<file path="config.mk">
export PLATFORM = sky130hd
export DESIGN_NAME = core_clk_mon
export DESIGN_NICKNAME = d
export VERILOG_FILES = /design/src/rtl/core_clk_mon.sv
export SDC_FILE = /design/constraint.sdc
export NUM_CORES = 1
export LEC_CHECK = 0
export CORE_MARGIN = 10
export CORE_UTILIZATION = 50
export DETAILED_ROUTE_END_ITERATION = 6
export DONT_BUFFER_PORTS = 1
export HOLD_SLACK_MARGIN = 0.03
export PLACE_DENSITY = 0.75
export SLEW_MARGIN = 20
export SYNTH_ARGS = -nofsm -noshare
export SYNTH_HDL_FRONTEND = slang
export SYNTH_SLANG_ARGS = --single-unit
</file>
<file path="constraint.sdc">
create_clock -name clk -period 2.8 [get_ports clk]
set_clock_uncertainty 0.15 [all_clocks]
set_input_delay 0.28 -clock clk [delete_from_list [all_inputs] [get_ports clk]]
set_output_delay 0.28 -clock clk [all_outputs]
set_load 0.05 [all_outputs]
</file>
<file path="src/rtl/core_clk_mon.sv">
// Divided-clock monitor: samples the pipe and SRAM divided clocks in the clk domain,
// checks each half-period against its nominal length and runs a lock/fault FSM.
module core_clk_mon #(
  parameter int unsigned PIPE_HALF = 10,
  parameter int unsigned SRAM_HALF = 1,
  parameter int unsigned LOCK_CNT  = 4
) (
  input  logic       clk,
  input  logic       rst_n,
  input  logic       pipe_clk_in,
  input  logic       sram_clk_in,
  input  logic       clr_err,
  output logic       locked,
  output logic [1:0] state,
  output logic       pipe_err,
  output logic       sram_err,
  output logic       stuck_err,
  output logic       fault_irq,
  output logic [7:0] pipe_period
);

  localparam logic [7:0] PIPE_HALF_C = 8'(PIPE_HALF);
  localparam logic [7:0] SRAM_HALF_C = 8'(SRAM_HALF);
  localparam logic [2:0] LOCK_CNT_C  = 3'(LOCK_CNT);
  localparam logic [7:0] CNT_MAX     = 8'hFF;
  localparam logic [2:0] GOOD_MAX    = 3'h7;

  typedef enum logic [1:0] {
    ST_IDLE   = 2'd0,
    ST_ACQ    = 2'd1,
    ST_LOCKED = 2'd2,
    ST_FAULT  = 2'd3
  } state_e;

  state_e     state_q, state_d;
  logic       locked_q, locked_d;
  logic       fault_irq_q, fault_irq_d;

  logic       pipe_prev_q, pipe_prev_d;
  logic       sram_prev_q, sram_prev_d;
  logic       pipe_armed_q, pipe_armed_d;
  logic       sram_armed_q, sram_armed_d;
  logic [7:0] pipe_cnt_q, pipe_cnt_d;
  logic [7:0] sram_cnt_q, sram_cnt_d;

  logic       pipe_err_q, pipe_err_d;
  logic       sram_err_q, sram_err_d;
  logic       stuck_err_q, stuck_err_d;
  logic [7:0] pipe_period_q, pipe_period_d;
  logic [2:0] good_cnt_q, good_cnt_d;

  logic       clr_fire_s;
  logic       pipe_tog_s, sram_tog_s;
  logic [7:0] pipe_meas_s;
  logic       pipe_good_s;
  logic       pipe_det_s, sram_det_s, stuck_det_s;
  logic       any_err_s;

  function automatic logic [7:0] cnt_next(input logic [7:0] cnt, input logic tog,
                                          input logic clr);
    logic [7:0] nxt;
    if (clr) begin
      nxt = 8'd0;
    end else if (tog) begin
      nxt = 8'd0;
    end else if (cnt == CNT_MAX) begin
      nxt = cnt;
    end else begin
      nxt = cnt + 8'd1;
    end
    return nxt;
  endfunction

  function automatic logic armed_next(input logic armed, input logic tog, input logic clr);
    logic nxt;
    if (clr) begin
      nxt = 1'b0;
    end else if (tog) begin
      nxt = 1'b1;
    end else begin
      nxt = armed;
    end
    return nxt;
  endfunction

  // An armed channel errs on a wrong-length toggle, or when a toggle is overdue.
  function automatic logic err_detect(input logic armed, input logic tog,
                                      input logic [7:0] cnt, input logic [7:0] half);
    logic       det;
    logic [7:0] meas;
    meas = cnt + 8'd1;
    if (!armed) begin
      det = 1'b0;
    end else if (tog) begin
      det = (meas != half);
    end else begin
      det = (cnt == half);
    end
    return det;
  endfunction

  // Per-channel edge detection, half-period counting and error detection
  always_comb begin
    clr_fire_s   = clr_err & (state_q == ST_FAULT);
    pipe_prev_d  = pipe_clk_in;
    sram_prev_d  = sram_clk_in;
    pipe_tog_s   = pipe_clk_in ^ pipe_prev_q;
    sram_tog_s   = sram_clk_in ^ sram_prev_q;
    pipe_meas_s  = pipe_cnt_q + 8'd1;
    pipe_good_s  = pipe_armed_q & pipe_tog_s & (pipe_meas_s == PIPE_HALF_C);
    pipe_cnt_d   = cnt_next(pipe_cnt_q, pipe_tog_s, clr_fire_s);
    sram_cnt_d   = cnt_next(sram_cnt_q, sram_tog_s, clr_fire_s);
    pipe_armed_d = armed_next(pipe_armed_q, pipe_tog_s, clr_fire_s);
    sram_armed_d = armed_next(sram_armed_q, sram_tog_s, clr_fire_s);
    pipe_det_s   = err_detect(pipe_armed_q, pipe_tog_s, pipe_cnt_q, PIPE_HALF_C);
    sram_det_s   = err_detect(sram_armed_q, sram_tog_s, sram_cnt_q, SRAM_HALF_C);
    stuck_det_s  = (~pipe_armed_q & (pipe_cnt_q == CNT_MAX)) |
                   (~sram_armed_q & (sram_cnt_q == CNT_MAX));
  end

  // Sticky flags, last pipe measurement and good-measurement counter
  always_comb begin
    if (clr_fire_s) begin
      pipe_err_d  = 1'b0;
      sram_err_d  = 1'b0;
      stuck_err_d = 1'b0;
    end else begin
      pipe_err_d  = pipe_err_q | pipe_det_s;
      sram_err_d  = sram_err_q | sram_det_s;
      stuck_err_d = stuck_err_q | stuck_det_s;
    end
    any_err_s = pipe_err_d | sram_err_d | stuck_err_d;

    if (pipe_tog_s && pipe_armed_q) begin
      pipe_period_d = pipe_meas_s;
    end else begin
      pipe_period_d = pipe_period_q;
    end

    if (clr_fire_s) begin
      good_cnt_d = 3'd0;
    end else if ((state_q == ST_ACQ) && pipe_good_s && (good_cnt_q != GOOD_MAX)) begin
      good_cnt_d = good_cnt_q + 3'd1;
    end else begin
      good_cnt_d = good_cnt_q;
    end
  end

  // Next-state logic; a new error wins over lock in the same cycle
  always_comb begin
    state_d = state_q;
    case (state_q)
      ST_IDLE: begin
        if (stuck_err_d) begin
          state_d = ST_FAULT;
        end else if (pipe_armed_q && sram_armed_q) begin
          state_d = ST_ACQ;
        end else begin
          state_d = ST_IDLE;
        end
      end
      ST_ACQ: begin
        if (any_err_s) begin
          state_d = ST_FAULT;
        end else if (good_cnt_d == LOCK_CNT_C) begin
          state_d = ST_LOCKED;
        end else begin
          state_d = ST_ACQ;
        end
      end
      ST_LOCKED: begin
        if (any_err_s) begin
          state_d = ST_FAULT;
        end else begin
          state_d = ST_LOCKED;
        end
      end
      ST_FAULT: begin
        if (clr_err) begin
          state_d = ST_IDLE;
        end else begin
          state_d = ST_FAULT;
        end
      end
      default: state_d = ST_IDLE;
    endcase
  end

  // Output decode from the upcoming state so the outputs come straight from flops
  always_comb begin
    locked_d    = (state_d == ST_LOCKED);
    fault_irq_d = (state_d == ST_FAULT) & (state_q != ST_FAULT);
  end

  // State register with registered status outputs
  always_ff @(posedge clk or negedge rst_n) begin
    if (!rst_n) begin
      state_q     <= ST_IDLE;
      locked_q    <= 1'b0;
      fault_irq_q <= 1'b0;
    end else begin
      state_q     <= state_d;
      locked_q    <= locked_d;
      fault_irq_q <= fault_irq_d;
    end
  end

  // Channel and measurement registers
  always_ff @(posedge clk or negedge rst_n) begin
    if (!rst_n) begin
      pipe_prev_q   <= 1'b0;
      sram_prev_q   <= 1'b0;
      pipe_armed_q  <= 1'b0;
      sram_armed_q  <= 1'b0;
      pipe_cnt_q    <= 8'd0;
      sram_cnt_q    <= 8'd0;
      pipe_err_q    <= 1'b0;
      sram_err_q    <= 1'b0;
      stuck_err_q   <= 1'b0;
      pipe_period_q <= 8'd0;
      good_cnt_q    <= 3'd0;
    end else begin
      pipe_prev_q   <= pipe_prev_d;
      sram_prev_q   <= sram_prev_d;
      pipe_armed_q  <= pipe_armed_d;
      sram_armed_q  <= sram_armed_d;
      pipe_cnt_q    <= pipe_cnt_d;
      sram_cnt_q    <= sram_cnt_d;
      pipe_err_q    <= pipe_err_d;
      sram_err_q    <= sram_err_d;
      stuck_err_q   <= stuck_err_d;
      pipe_period_q <= pipe_period_d;
      good_cnt_q    <= good_cnt_d;
    end
  end

  assign state       = state_q;
  assign locked      = locked_q;
  assign fault_irq   = fault_irq_q;
  assign pipe_err    = pipe_err_q;
  assign sram_err    = sram_err_q;
  assign stuck_err   = stuck_err_q;
  assign pipe_period = pipe_period_q;

endmodule

</file>
# Word-level counts from Yosys, hierarchy flattened
# Index checks and enable logic that the tools add are counted.
dict set report classes {
  n_reduce_logical 7
  eq_ne 17
  bitwise_logic 16
  n_mux 26
  n_addsub 3
}
# op n
set op_table {}
lappend op_table {{8-bit 2-to-1 mux} 6}
lappend op_table {{8-bit by 1-bit adder with 8-bit output, second input constant} 2}
lappend op_table {{8-bit by 4-bit equality test with 1-bit output, second input constant} 2}
lappend op_table {{8-bit equality test, second input constant} 2}
lappend op_table {{1-bit 2-to-1 mux} 13}
lappend op_table {{3-bit != test, second input constant} 3}
lappend op_table {{2-bit equality test, second input constant} 4}
lappend op_table {{8-bit by 1-bit equality test with 1-bit output, second input constant} 1}
lappend op_table {{2-bit 2-to-1 mux} 4}
lappend op_table {{8-bit by 1-bit != test with 1-bit output, second input constant} 1}
lappend op_table {{8-bit by 4-bit != test with 1-bit output, second input constant} 1}
lappend op_table {{2-bit case mux with 4 select lines} 1}
lappend op_table {{1-bit bitwise AND} 6}
lappend op_table {{3-bit 2-to-1 mux} 2}
lappend op_table {{1-bit bitwise OR} 6}
lappend op_table {{1-bit logical AND} 4}
lappend op_table {{2-bit nonzero test} 2}
lappend op_table {{3-bit by 1-bit adder with 3-bit output, second input constant} 1}
lappend op_table {{3-bit equality test, second input constant} 1}
lappend op_table {{2-bit by 1-bit equality test with 1-bit output, second input constant} 1}
lappend op_table {{2-bit logical NOT} 1}
lappend op_table {{2-bit != test, second input constant} 1}
lappend op_table {{1-bit inverter} 2}
lappend op_table {{1-bit XOR} 2}
dict set report word_totals {
  wordCells 83
  in_bits 5
  output_inout_bits 15
  regBits 38
}

# Longest topological paths before layout
dict set report depth {
  depth_word 13
  mapped_depth 8
}

# Worst setup path after synthesis
# No wires, ideal clock.
dict set report synth_timing {
  kind {reg2reg}
  startpoint {register state_q[1] (netlist: state[1])}
  endpoint {register state_q[0] (netlist: state[0])}
  slack_ns 0.381
  synth_period_minus_slack_ns 2.419
  required_ns 2.556
  setup_time_ns 0.094
  arrival_time_ns 2.175
  path_stages_with_launch 7
  cell_sequence {dfrtp_1 -> nand2b_2 -> or4b_4 -> a221oi_4 -> or4b_1 -> o211ai_2 -> a221oi_2}
}
dict set report synth_between {
  elab_chain_cells 9
  word_cells_on_any_way 20
}
# element line_no
set synth_lines {}
lappend synth_lines {{start: declaration} 35} ;# state_e state_q, state_d;
lappend synth_lines {{start signal: assignment} 202} ;# state_q <= state_d;
lappend synth_lines {{2-bit by 1-bit equality test with 1-bit output} {142, 152}}
lappend synth_lines {{1-bit logical AND (2 in a row)} 142} ;# end else if ((state_q == ST_ACQ) && pipe_good_s && (good_cnt_q != GOOD_MAX)) begin
lappend synth_lines {{3-bit 2-to-1 mux} 142}
lappend synth_lines {{3-bit 2-to-1 mux} 140} ;# if (clr_fire_s) begin
lappend synth_lines {{3-bit equality test} 165} ;# end else if (good_cnt_d == LOCK_CNT_C) begin
lappend synth_lines {{2-bit 2-to-1 mux} 165}
lappend synth_lines {{2-bit 2-to-1 mux} 163} ;# if (any_err_s) begin
lappend synth_lines {{2-bit case mux with 4 select lines (*)} 152} ;# case (state_q)
lappend synth_lines {{named net state_d[0]} 35}
# The timed path passes the listed nets; every way through them passes the cells marked *.
# A chain may end at the register's enable or synchronous reset.

# Worst setup path after layout
dict set report layout_timing {
  startpoint {register pipe_cnt_q[0]}
  endpoint {register state_q[0] (netlist: state[0])}
}
dict set report layout_between {
  elab_chain_cells 11
  word_cells_on_any_way 26
}
# element line_no
set layout_lines {}
lappend layout_lines {{start: declaration} 43} ;# logic [7:0] pipe_cnt_q, pipe_cnt_d;
lappend layout_lines {{start signal: assignment} 227} ;# pipe_cnt_q <= pipe_cnt_d;
lappend layout_lines {{8-bit by 1-bit adder with 8-bit output} {91, 109}}
lappend layout_lines {{8-bit by 4-bit equality test with 1-bit output} 110} ;# pipe_good_s = pipe_armed_q & pipe_tog_s & (pipe_meas_s == PIPE_HALF_C);
lappend layout_lines {{1-bit bitwise AND} 110}
lappend layout_lines {{1-bit logical AND (2 in a row)} 142}
lappend layout_lines {{3-bit 2-to-1 mux} 142}
lappend layout_lines {{3-bit 2-to-1 mux} 140}
lappend layout_lines {{3-bit equality test} 165}
lappend layout_lines {{2-bit 2-to-1 mux} 165}
lappend layout_lines {{2-bit 2-to-1 mux} 163}
lappend layout_lines {{2-bit case mux with 4 select lines (*)} 152}
lappend layout_lines {{named net state_d[0]} 35}
# Marked as above.

==> metrics.txt <==
status complete, no violations; total grt overflow 0; core area 3771 um^2; Util after Layout 58.73%; drt initial violations 81; Post-Syn Area 2008 um^2; Tcrit/Tclk final 90.20%; Final ANT Viol Nets 0; number of global-route vias before repair 1433; VDD IR-drop max 0.6920 mV; clock sinks 38; dominant combinational cell family by area after synthesis simple AND/OR/NAND/NOR gates; Synth Warn # 0; Top FF cell, synth dfrtp_1; mean routed wirelength per cell 16.16 um; pin count of the biggest net entering global routing 39; worst-margin pin slew 0.5481 ns; adder and majority gate portion of the synthesized area 4.984%; ANT cells 0; CTS clock-pin slew for the worst setup and hold paths 0.07 ns; Remaining DRCs 0; max frequency 396.0 MHz; clock buffer depth 2; CP arrival 2.57 ns; global routing's busiest layer met2; drt total wl 4039 um; mux cell area share after synthesis 1.495%; starting density of the core 53.25%; die footprint 6951 um^2; Synth Area in Compound Gates 15.20%; Slowest-stage cell, CP dfrtp_1; clock period minus final worst setup slack 2.525 ns; pre-CTS setup slack 0.1530 ns; layout cells sized above 1 12.38%; CP cell instances ha_1 > nor3_1 > o2111ai_4 > a221oi_4 > or4b_1 > o211ai_2 > a221oi_2; setup repair bufs after CTS 0; clock latency on the worst-skew pair 0.29 ns; final hold violations 0; DP Area 2067 um^2; Die Width 83.38 um; Buf/Inv on CP 0; Layout area overhead 10.28%; CP max FO 8; EDFF count, synth 0; initial antenna violation count 0; part of the Yosys area used for sequential elements 47.35%; ys async rst share 100.0%; TritonCTS clock tree yes; GR Util met1 13.23%; total CTS buffers 5; CTS Root Cell clkbuf_8; sequential cell area 950.9 um^2; Critical Path Max Stage Delay 0.46 ns; post-route setup slack 0.2745 ns; Req. time, crit path 2.85 ns; PortBufs 0; Final Power 1690 uW; Seq cells post-synth 38; Final #Nets 214; crit end category flip-flop; element type at the critical path start flip-flop; Vias 1417; synthesized net count 205; Max Cap Violations 0; worst hold path type in -> reg; Syn Inst Count 192; Die Height 83.38 um; leakage 0.0009528 uW; vias per cell 5.668; Post-DP HPWL 2889 um; RSZ-0062 raised after global routing false; GP Congestion 0.8715; multi-input logic area 1002 um^2; flop-to-flop setup slack 0.27 ns; Slew Limit Headroom 63.46%; Post-Synth XOR/XNOR Area 7.414%; IO Count 20; met2 usage 17.74%; Crit path max-delay family compound AO/OA/AOI/OAI gates; Global Route Usage Sum 11.43%; # H-tree levels 2; met3 Resource Use GR 4.883%; post-route cell area 2215 um^2; drt pass-1 iters 4; synth unique cells 52; first-pass GRT wire length 6734 um; critical path class reg -> reg; layout filler cell count 315; pwr/cell area 763.1 nW/um^2; Pins Over Slew Limit 0; final setup violation count 0; post-synthesis simple-gate area fraction 20.50%; # rows 22; Syn Area/Cell 10.46 um^2; setup TNS 0 ns
[cell usage after synthesis (all sizes together), types with 2 or more instances]
master	instances	area share (%)
and2	3	0.93
nand2	14	2.6
a221oi	2	2.1
and3	6	2.1
nor2	20	3.7
a21oi	13	3.4
mux2i	3	1.5
o211ai	2	1.2
nand2b	2	0.75
nand3	5	1.7
or2	2	0.62
xor2	5	2.2
nand4	2	0.62
a211oi	3	1.1
nor3b	2	0.75
clkbuf	3	0.56
inv	6	1.1
buf	4	1.4
nor2b	4	1.2
dfrtp	38	47
o21ai	9	2.2
xnor2	12	5.2
or4b	2	1.2
nor3	5	1.2
ha	8	5.0
[repair_timing]
action | CTS | global route
resized for setup | 0 | 1
hold endpoints to repair | 40 | 0
setup endpoints to repair | 0 | 1
hold buffers | 4 | 0
[cell type report]
class	instances	share of cell area, %
clock buffers	7	3.898
well taps	48	2.712
clock inverters	1	0.2260
flip-flops and latches	38	42.94
repair buffers	9	3.955
multi-input cells	141	45.25
inverters	6	1.017
[power by group]
group,switching (uW),internal [uW],total [uW]
clock,181,198,379
combinational,263,161,424
sequential,251,636,887
[cells by family (layout without fill, tap and decap cells)]
family | Yosys count | in the layout
buffers and inverters | 13 | 23
multiplexers | 3 | 3
XOR/XNOR | 17 | 17
AND/OR/NAND/NOR | 74 | 74
adder cells (fa/ha/maj) | 8 | 8
AO/OA/AOI/OAI | 39 | 39
flip-flops | 38 | 38
[worst paths after layout]
kind,startpoint,end,cells past startpoint
max in group asynchronous,rst_n,good_cnt_q[2],2
setup reg to reg,pipe_cnt_q[0],state[0],7
hold reg to reg,good_cnt_q[2],good_cnt_q[2],2
hold / removal,pipe_clk_in,pipe_armed_q,3
min in group asynchronous,rst_n,sram_cnt_q[6],2
setup / recovery,pipe_cnt_q[0],state[0],7
[per-layer routing]
layer,wire length [um],vias to the layer above
met1,1861,684
met2,1792,28
met5,0,-
li1,-,695
met3,280,10
met4,104,0
[stage by stage]
stage          hold slack (ns)  std cells
2_1_floorplan          -0.1656        192
3_3_place_gp           -0.1638        238
3_5_place_dp           -0.1640        238
4_1_cts                0.05278        250
5_1_grt                0.06300        250
6_report               0.05458        250
[sequential cells by signal (all words and copies together) (netlist names), 2 cells and up]
register	count
good_cnt_q	3
pipe_cnt_q	8
pipe_period	8
sram_cnt_q	8
state	2
[tightest hold or removal path, delay by kind of cell]
family,cells,cell delay (ns)
xor gates and xnor gates,1,0.05
and+or+nand+nor,2,0.12
[layout by cell type, fill, tap and decap left out, drive strengths merged, types with 2 or more instances in the layout]
cell type    count
and2             3
buf              6
nor3b            2
o211ai           2
nor3             5
o21ai            9
nand3            5
nand2b           2
a221oi           2
clkbuf           7
mux2i            3
nand2           14
a21oi           13
nor2            20
ha               8
nor2b            4
inv              6
dfrtp           38
xor2             5
xnor2           12
and3             6
a211oi           3
or4b             2
dlygate4sd3      3
or2              2
nand4            2
Power figures use the tool's default switching activity.
